[src/rtl/lsu_ctrl.sv]
// Load/store unit: runs one decoded request on a valid/ready data bus and returns aligned load data.
// Optional macro LSU_TIMEOUT_EN adds an 8-bit bus-wait timeout that reports through out_err.
module lsu_ctrl #(
  parameter int ADDR_W         = 64,
  parameter int TIMEOUT_CYCLES = 255
) (
  input  logic              clk,
  input  logic              rst,
  input  logic              in_valid,
  output logic              in_ready,
  input  logic              load,
  input  logic              loadu,
  input  logic              store,
  input  logic [3:0]        dwhb,
  input  logic [7:0]        mask,
  input  logic [ADDR_W-1:0] ls_addr,
  input  logic [63:0]       st_data,
  input  logic [4:0]        rd,
  output logic              mem_req_valid,
  input  logic              mem_req_ready,
  output logic              mem_req_wen,
  output logic [ADDR_W-1:0] mem_req_addr,
  output logic [63:0]       mem_req_wdata,
  output logic [7:0]        mem_req_wmask,
  input  logic              mem_rsp_valid,
  input  logic [63:0]       mem_rdata,
  output logic              out_valid,
  output logic              out_wen,
  output logic [4:0]        out_rd,
  output logic [63:0]       out_data,
  output logic              out_err
);

  typedef enum logic [1:0] {IDLE, REQ, WAIT, DONE} state_t;

  state_t            state_reg, state_next;
  logic              store_reg, load_reg, signed_reg;
  logic [1:0]        size_reg, size_next;
  logic [7:0]        mask_reg;
  logic [ADDR_W-1:0] addr_reg;
  logic [63:0]       wdata_reg, rdata_reg;
  logic [4:0]        rd_reg;
  logic              accept, rdata_latch, timeout_hit, err_flag;
  logic [63:0]       shifted, ext_data;

  // The wait counter is 8 bits wide; limits outside 1..255 cannot be honoured.
  if (TIMEOUT_CYCLES < 1 || TIMEOUT_CYCLES > 255) begin : g_timeout_out_of_range
  end

  assign accept      = (state_reg == IDLE) && in_valid;
  assign rdata_latch = ((state_reg == REQ) && mem_req_ready && mem_rsp_valid) ||
                       ((state_reg == WAIT) && mem_rsp_valid);

  // Anything other than a clean one-hot size is treated as a doubleword.
  always_comb begin
    size_next = 2'd3;
    case (dwhb)
      4'b0001: size_next = 2'd0;
      4'b0010: size_next = 2'd1;
      4'b0100: size_next = 2'd2;
      default: size_next = 2'd3;
    endcase
  end

  always_ff @(posedge clk or posedge rst) begin
    if (rst) begin
      state_reg  <= IDLE;
      store_reg  <= 1'b0;
      load_reg   <= 1'b0;
      signed_reg <= 1'b0;
      size_reg   <= 2'd0;
      mask_reg   <= 8'd0;
      addr_reg   <= '0;
      wdata_reg  <= 64'd0;
      rd_reg     <= 5'd0;
      rdata_reg  <= 64'd0;
    end else begin
      state_reg <= state_next;
      if (accept) begin
        store_reg  <= store;
        load_reg   <= (load | loadu) & ~store;
        signed_reg <= load;
        size_reg   <= size_next;
        mask_reg   <= mask;
        addr_reg   <= ls_addr;
        wdata_reg  <= st_data;
        rd_reg     <= rd;
      end
      if (rdata_latch) rdata_reg <= mem_rdata;
    end
  end

`ifdef LSU_TIMEOUT_EN
  logic [7:0] cnt_reg;
  logic       err_reg;

  assign timeout_hit = ((state_reg == REQ) || (state_reg == WAIT)) &&
                       (cnt_reg == 8'(TIMEOUT_CYCLES - 1));
  assign err_flag    = err_reg;

  always_ff @(posedge clk or posedge rst) begin
    if (rst) begin
      cnt_reg <= 8'd0;
      err_reg <= 1'b0;
    end else begin
      cnt_reg <= (state_next != state_reg) ? 8'd0 : cnt_reg + 8'd1;
      if (accept) err_reg <= 1'b0;
      else if (timeout_hit && state_next == DONE && !rdata_latch) err_reg <= 1'b1;
    end
  end
`else
  assign timeout_hit = 1'b0;
  assign err_flag    = 1'b0;
`endif

  always_comb begin
    state_next    = state_reg;
    in_ready      = 1'b0;
    mem_req_valid = 1'b0;
    out_valid     = 1'b0;
    case (state_reg)
      IDLE: begin
        in_ready = 1'b1;
        if (in_valid) state_next = (load | loadu | store) ? REQ : DONE;
      end
      REQ: begin
        mem_req_valid = 1'b1;
        if (mem_req_ready) state_next = mem_rsp_valid ? DONE : WAIT;
        else if (timeout_hit) state_next = DONE;
      end
      WAIT: begin
        if (mem_rsp_valid || timeout_hit) state_next = DONE;
      end
      DONE: begin
        out_valid  = 1'b1;
        state_next = IDLE;
      end
      default: state_next = IDLE;
    endcase
  end

  assign mem_req_wen   = mem_req_valid & store_reg;
  assign mem_req_addr  = mem_req_valid ? {addr_reg[ADDR_W-1:3], 3'b000} : '0;
  assign mem_req_wdata = mem_req_valid ? (wdata_reg << {addr_reg[2:0], 3'b000}) : 64'd0;
  assign mem_req_wmask = mem_req_wen ? mask_reg : 8'd0;

  // Lanes shifted past byte 7 fall off; misaligned accesses are never split.
  assign shifted = rdata_reg >> {addr_reg[2:0], 3'b000};

  always_comb begin
    ext_data = shifted;
    case (size_reg)
      2'd0: ext_data = signed_reg ? {{56{shifted[7]}},  shifted[7:0]}  : {56'd0, shifted[7:0]};
      2'd1: ext_data = signed_reg ? {{48{shifted[15]}}, shifted[15:0]} : {48'd0, shifted[15:0]};
      2'd2: ext_data = signed_reg ? {{32{shifted[31]}}, shifted[31:0]} : {32'd0, shifted[31:0]};
      default: ext_data = shifted;
    endcase
  end

  assign out_wen  = out_valid & load_reg & ~err_flag;
  assign out_rd   = out_valid ? rd_reg : 5'd0;
  assign out_data = out_wen ? ext_data : 64'd0;
  assign out_err  = out_valid & err_flag;

endmodule
[config.mk]
export PLATFORM = sky130hd
export DESIGN_NAME = lsu_ctrl
export DESIGN_NICKNAME = d
export VERILOG_FILES = /design/src/rtl/lsu_ctrl.sv
export SDC_FILE = /design/constraint.sdc
export NUM_CORES = 1
export LEC_CHECK = 0
export BUFFER_PORTS_ARGS = -buffer_cell sky130_fd_sc_hd__buf_2
export CAP_MARGIN = 10
export CORE_ASPECT_RATIO = 2
export CORE_MARGIN = 8
export CORE_UTILIZATION = 52
export DETAILED_ROUTE_END_ITERATION = 7
export PLACE_DENSITY_LB_ADDON = 0.05
export SLEW_MARGIN = 20
export SYNTH_ARGS = -nofsm -noshare
export SYNTH_HDL_FRONTEND = slang
export SYNTH_SLANG_ARGS = --single-unit
export TNS_END_PERCENT = 30
[constraint.sdc]
create_clock -name clk -period 9.5 [get_ports clk]
set_input_delay 1.9 -clock clk [delete_from_list [all_inputs] [get_ports clk]]
set_output_delay 1.9 -clock clk [all_outputs]
set_load 0.05 [all_outputs]
==> qor.csv <==
metric;value;unit
clk sink count;212;
origin of the critical flop-to-flop path;state_reg[0];
Die Wd;126;µm
routed len/inst;23.9;µm
nets;1695;
Synth cell types;48;
post-route total power;6.74;mW
max_cap viols;0;
global route overflow;0;
Final Instance Area;0.0155;mm²
Hold WC Path Type;reg2reg;
Worst Max-Slew Pin Slew;1010;ps
fmax;155;MHz
pre-CTS setup slack;3690;ps
Global Route Usage Sum;27.9;%
worst stage delay on the critical path;790;ps
DR vias/cell;5.88;
sequential-to-total area share from yosys stat;41.8;%
CTS H-tree depth;1;
Final period util;67.7;%
Worst Clk Skew;6.72;ps
R2R cell count;5;
via count;10500;
critical-path cell list;buf_4 > nor2b_1 > a22oi_1 > a41oi_1 > a31o_2 > a21oi_1 > buf_2;
top cells by count, synth;235 x mux2_2, 212 x dfrtp_1, 98 x nor2_1;
status;finished, violations left;
CP Launch Type;register;
Syn-to-layout area delta;22.1;%
die footprint;0.0299;mm²
reg2reg setup slack;6780;ps
DRC viols;5;
min cycle time layout;6430;ps
Core Box Area;0.0242;mm²
Mapped Avg Cell Area;11.4;µm²
Async SR Flop Fraction;100;%
die height;237;µm
first-pass GRT wire length;65400;µm
Pleak;7.60;nW
Starting Density;52.3;%
Critical Path Sink Type;output pin;
DP Cell Count;1741;
max-slew violation count;0;
hold path depth;1;
Synth Warn #;0;
final setup vio count;0;
CTS tree;done;
VDD IR max;278;µV
Initial DRC Count;917;
crit-path max FO;65;
HPWL Detailed;31500;µm
final worst slack;3070;ps
Pre-Repair DR Iteration Count;8;
leading area contributor after synthesis;dfrtp_1;
FF-to-FF End;wdata_reg[8];
Routability Congestion;0.896;
Synth area leaders;dfrtp_1 42%, mux2_2 21%, mux4_2 8.3%;
Cell Area, Placed;0.0148;mm²
HP Start;addr_reg[19];
setup TNS;0;ps
hold endpoint;addr_reg[19];
final wirelength;42600;µm
# rows;81;
Post-synth EDFFs;0;
Slew headroom;31.8;%
setup bufs post-CTS;0;
Max stage delay cell, worst path;dfrtp_4;
clk_lat worst skew;510;ps
# port buffers;423;
Post-Synthesis Cells;1114;
PD cells;436;mW/mm²
Fin. Hold Viols;0;
synthesized flop and latch total;212;
failing checks;design-rule violations;
Num CTS Buffers;21;
Top-Level Pins;428;
largest net degree at the start of global routing;95;
clock transition at the registers of the reported paths;60;ps
Yosys top cell area share;41.8;%
CP required;7600;ps
clk buf depth;3;
Syn Std Cell Area;0.0127;mm²
Critical Path AT;4530;ps
most frequent cell after synthesis;mux2_2;
vias in the first global route;11000;
dominant synthesized flop cell;dfrtp_1;
Resized Gates After CTS;0;
CP Class;reg2out;
setup repair after global routing missed its margin;no;
share of layout cells above drive strength 1;51.5;%
final std cells w/o fill;1784;
CTS Root Cell;clkbuf_16;
remaining antenna violation count;0;
Hold Buf Count CTS;0;
initial antenna violation count;14;
## routing by layer
metal / vias up / global-route usage [%] / share of wire [%]
met4: 16 / 9.87 / 3.0
met2: 513 / 44.1 / 48
met5: - / 0 / 0.24
met3: 92 / 7.75 / 9.1
met1: 5148 / 35.8 / 40
li1: 4713 / - / -
## worst max-delay path: cells and delay by family (launching register included)
kind	cells	cell delay, ps
compound gates	4	1410
buf+inv	2	1000
flops	1	790
simple gates	1	770
## layout make-up
| type | count | area (µm²) |
|---|---|---|
| timing repair buffer | 433 | 2200 |
| clock inverter | 6 | 83.8 |
| multi-input combinational | 797 | 6900 |
| sequential | 212 | 5310 |
| clock buffer | 31 | 573 |
| tap | 290 | 363 |
| inverter | 9 | 41.3 |
| fill | 2052 | 8740 |
| antenna | 6 | 15.0 |
## through the flow
| stage | utilization (%) | hold WS, ps |
|---|---|---|
| 2_1_floorplan | - | 449 |
| 6_report | 63.9 | 496 |
| 3_5_place_dp | 61.1 | 485 |
| 5_1_grt | 63.9 | 512 |
| 3_3_place_gp | 61.1 | 479 |
| 4_1_cts | 63.8 | 500 |
## layout by cell type (no fill, tap or decap), types with 3 or more instances in the layout
cell type  instances
a211oi_1          12
a21o_1             8
a21oi_1           58
a21oi_2            8
a22o_1            11
a22oi_1           13
a2bb2oi_1          3
and2_1            88
and3_1            18
buf_2            423
buf_4              9
clkbuf_1           9
clkbuf_16         21
clkinv_2           3
conb_1             4
dfrtp_1          209
diode_2            6
ha_1               3
inv_1              5
mux2_2           235
mux2i_1           64
mux4_2            47
nand2_1           51
nor2_1            97
nor2b_1            8
nor3_1             4
o211ai_1           3
o21a_1             4
o21ai_0           16
o22ai_1            7
o2bb2ai_1          6
o31a_1             3
or3_1              3
## how the worst max path moves through the flow
stage / from / endpoint / slack [ps] / cells past startpoint
2_1_floorplan: rst / addr_reg[0] / 1810 / 1
3_3_place_gp: addr_reg[1] / out_data[35] / 3790 / 7
3_5_place_dp: addr_reg[1] / out_data[35] / 3690 / 7
4_1_cts: addr_reg[1] / out_data[35] / 3150 / 7
5_1_grt: addr_reg[1] / out_data[35] / 2850 / 7
6_report: addr_reg[1] / out_data[35] / 3070 / 7
## report_power, final
part / total [mW] / switching [mW] / leakage (nW) / internal (mW)
logic: 3.97 / 2.40 / 4.78 / 1.58
registers: 1.94 / 0.567 / 2.50 / 1.37
clock network: 0.832 / 0.358 / 0.321 / 0.473
total: 6.74 / 3.32 / 7.60 / 3.42
## logic make-up after synthesis
| kind of cell | Yosys count | share of synthesized area, % |
|---|---|---|
| flip-flops | 212 | 41.8 |
| other | 1 | 0.0296 |
| XOR/XNOR | 2 | 0.138 |
| AND/OR/NAND/NOR | 279 | 10.7 |
| buffers and inverters | 108 | 4.03 |
| multiplexers | 346 | 34.3 |
| adder cells (fa/ha/maj) | 4 | 0.395 |
| AO/OA/AOI/OAI | 162 | 8.58 |
(Power assumes the default switching activity.)
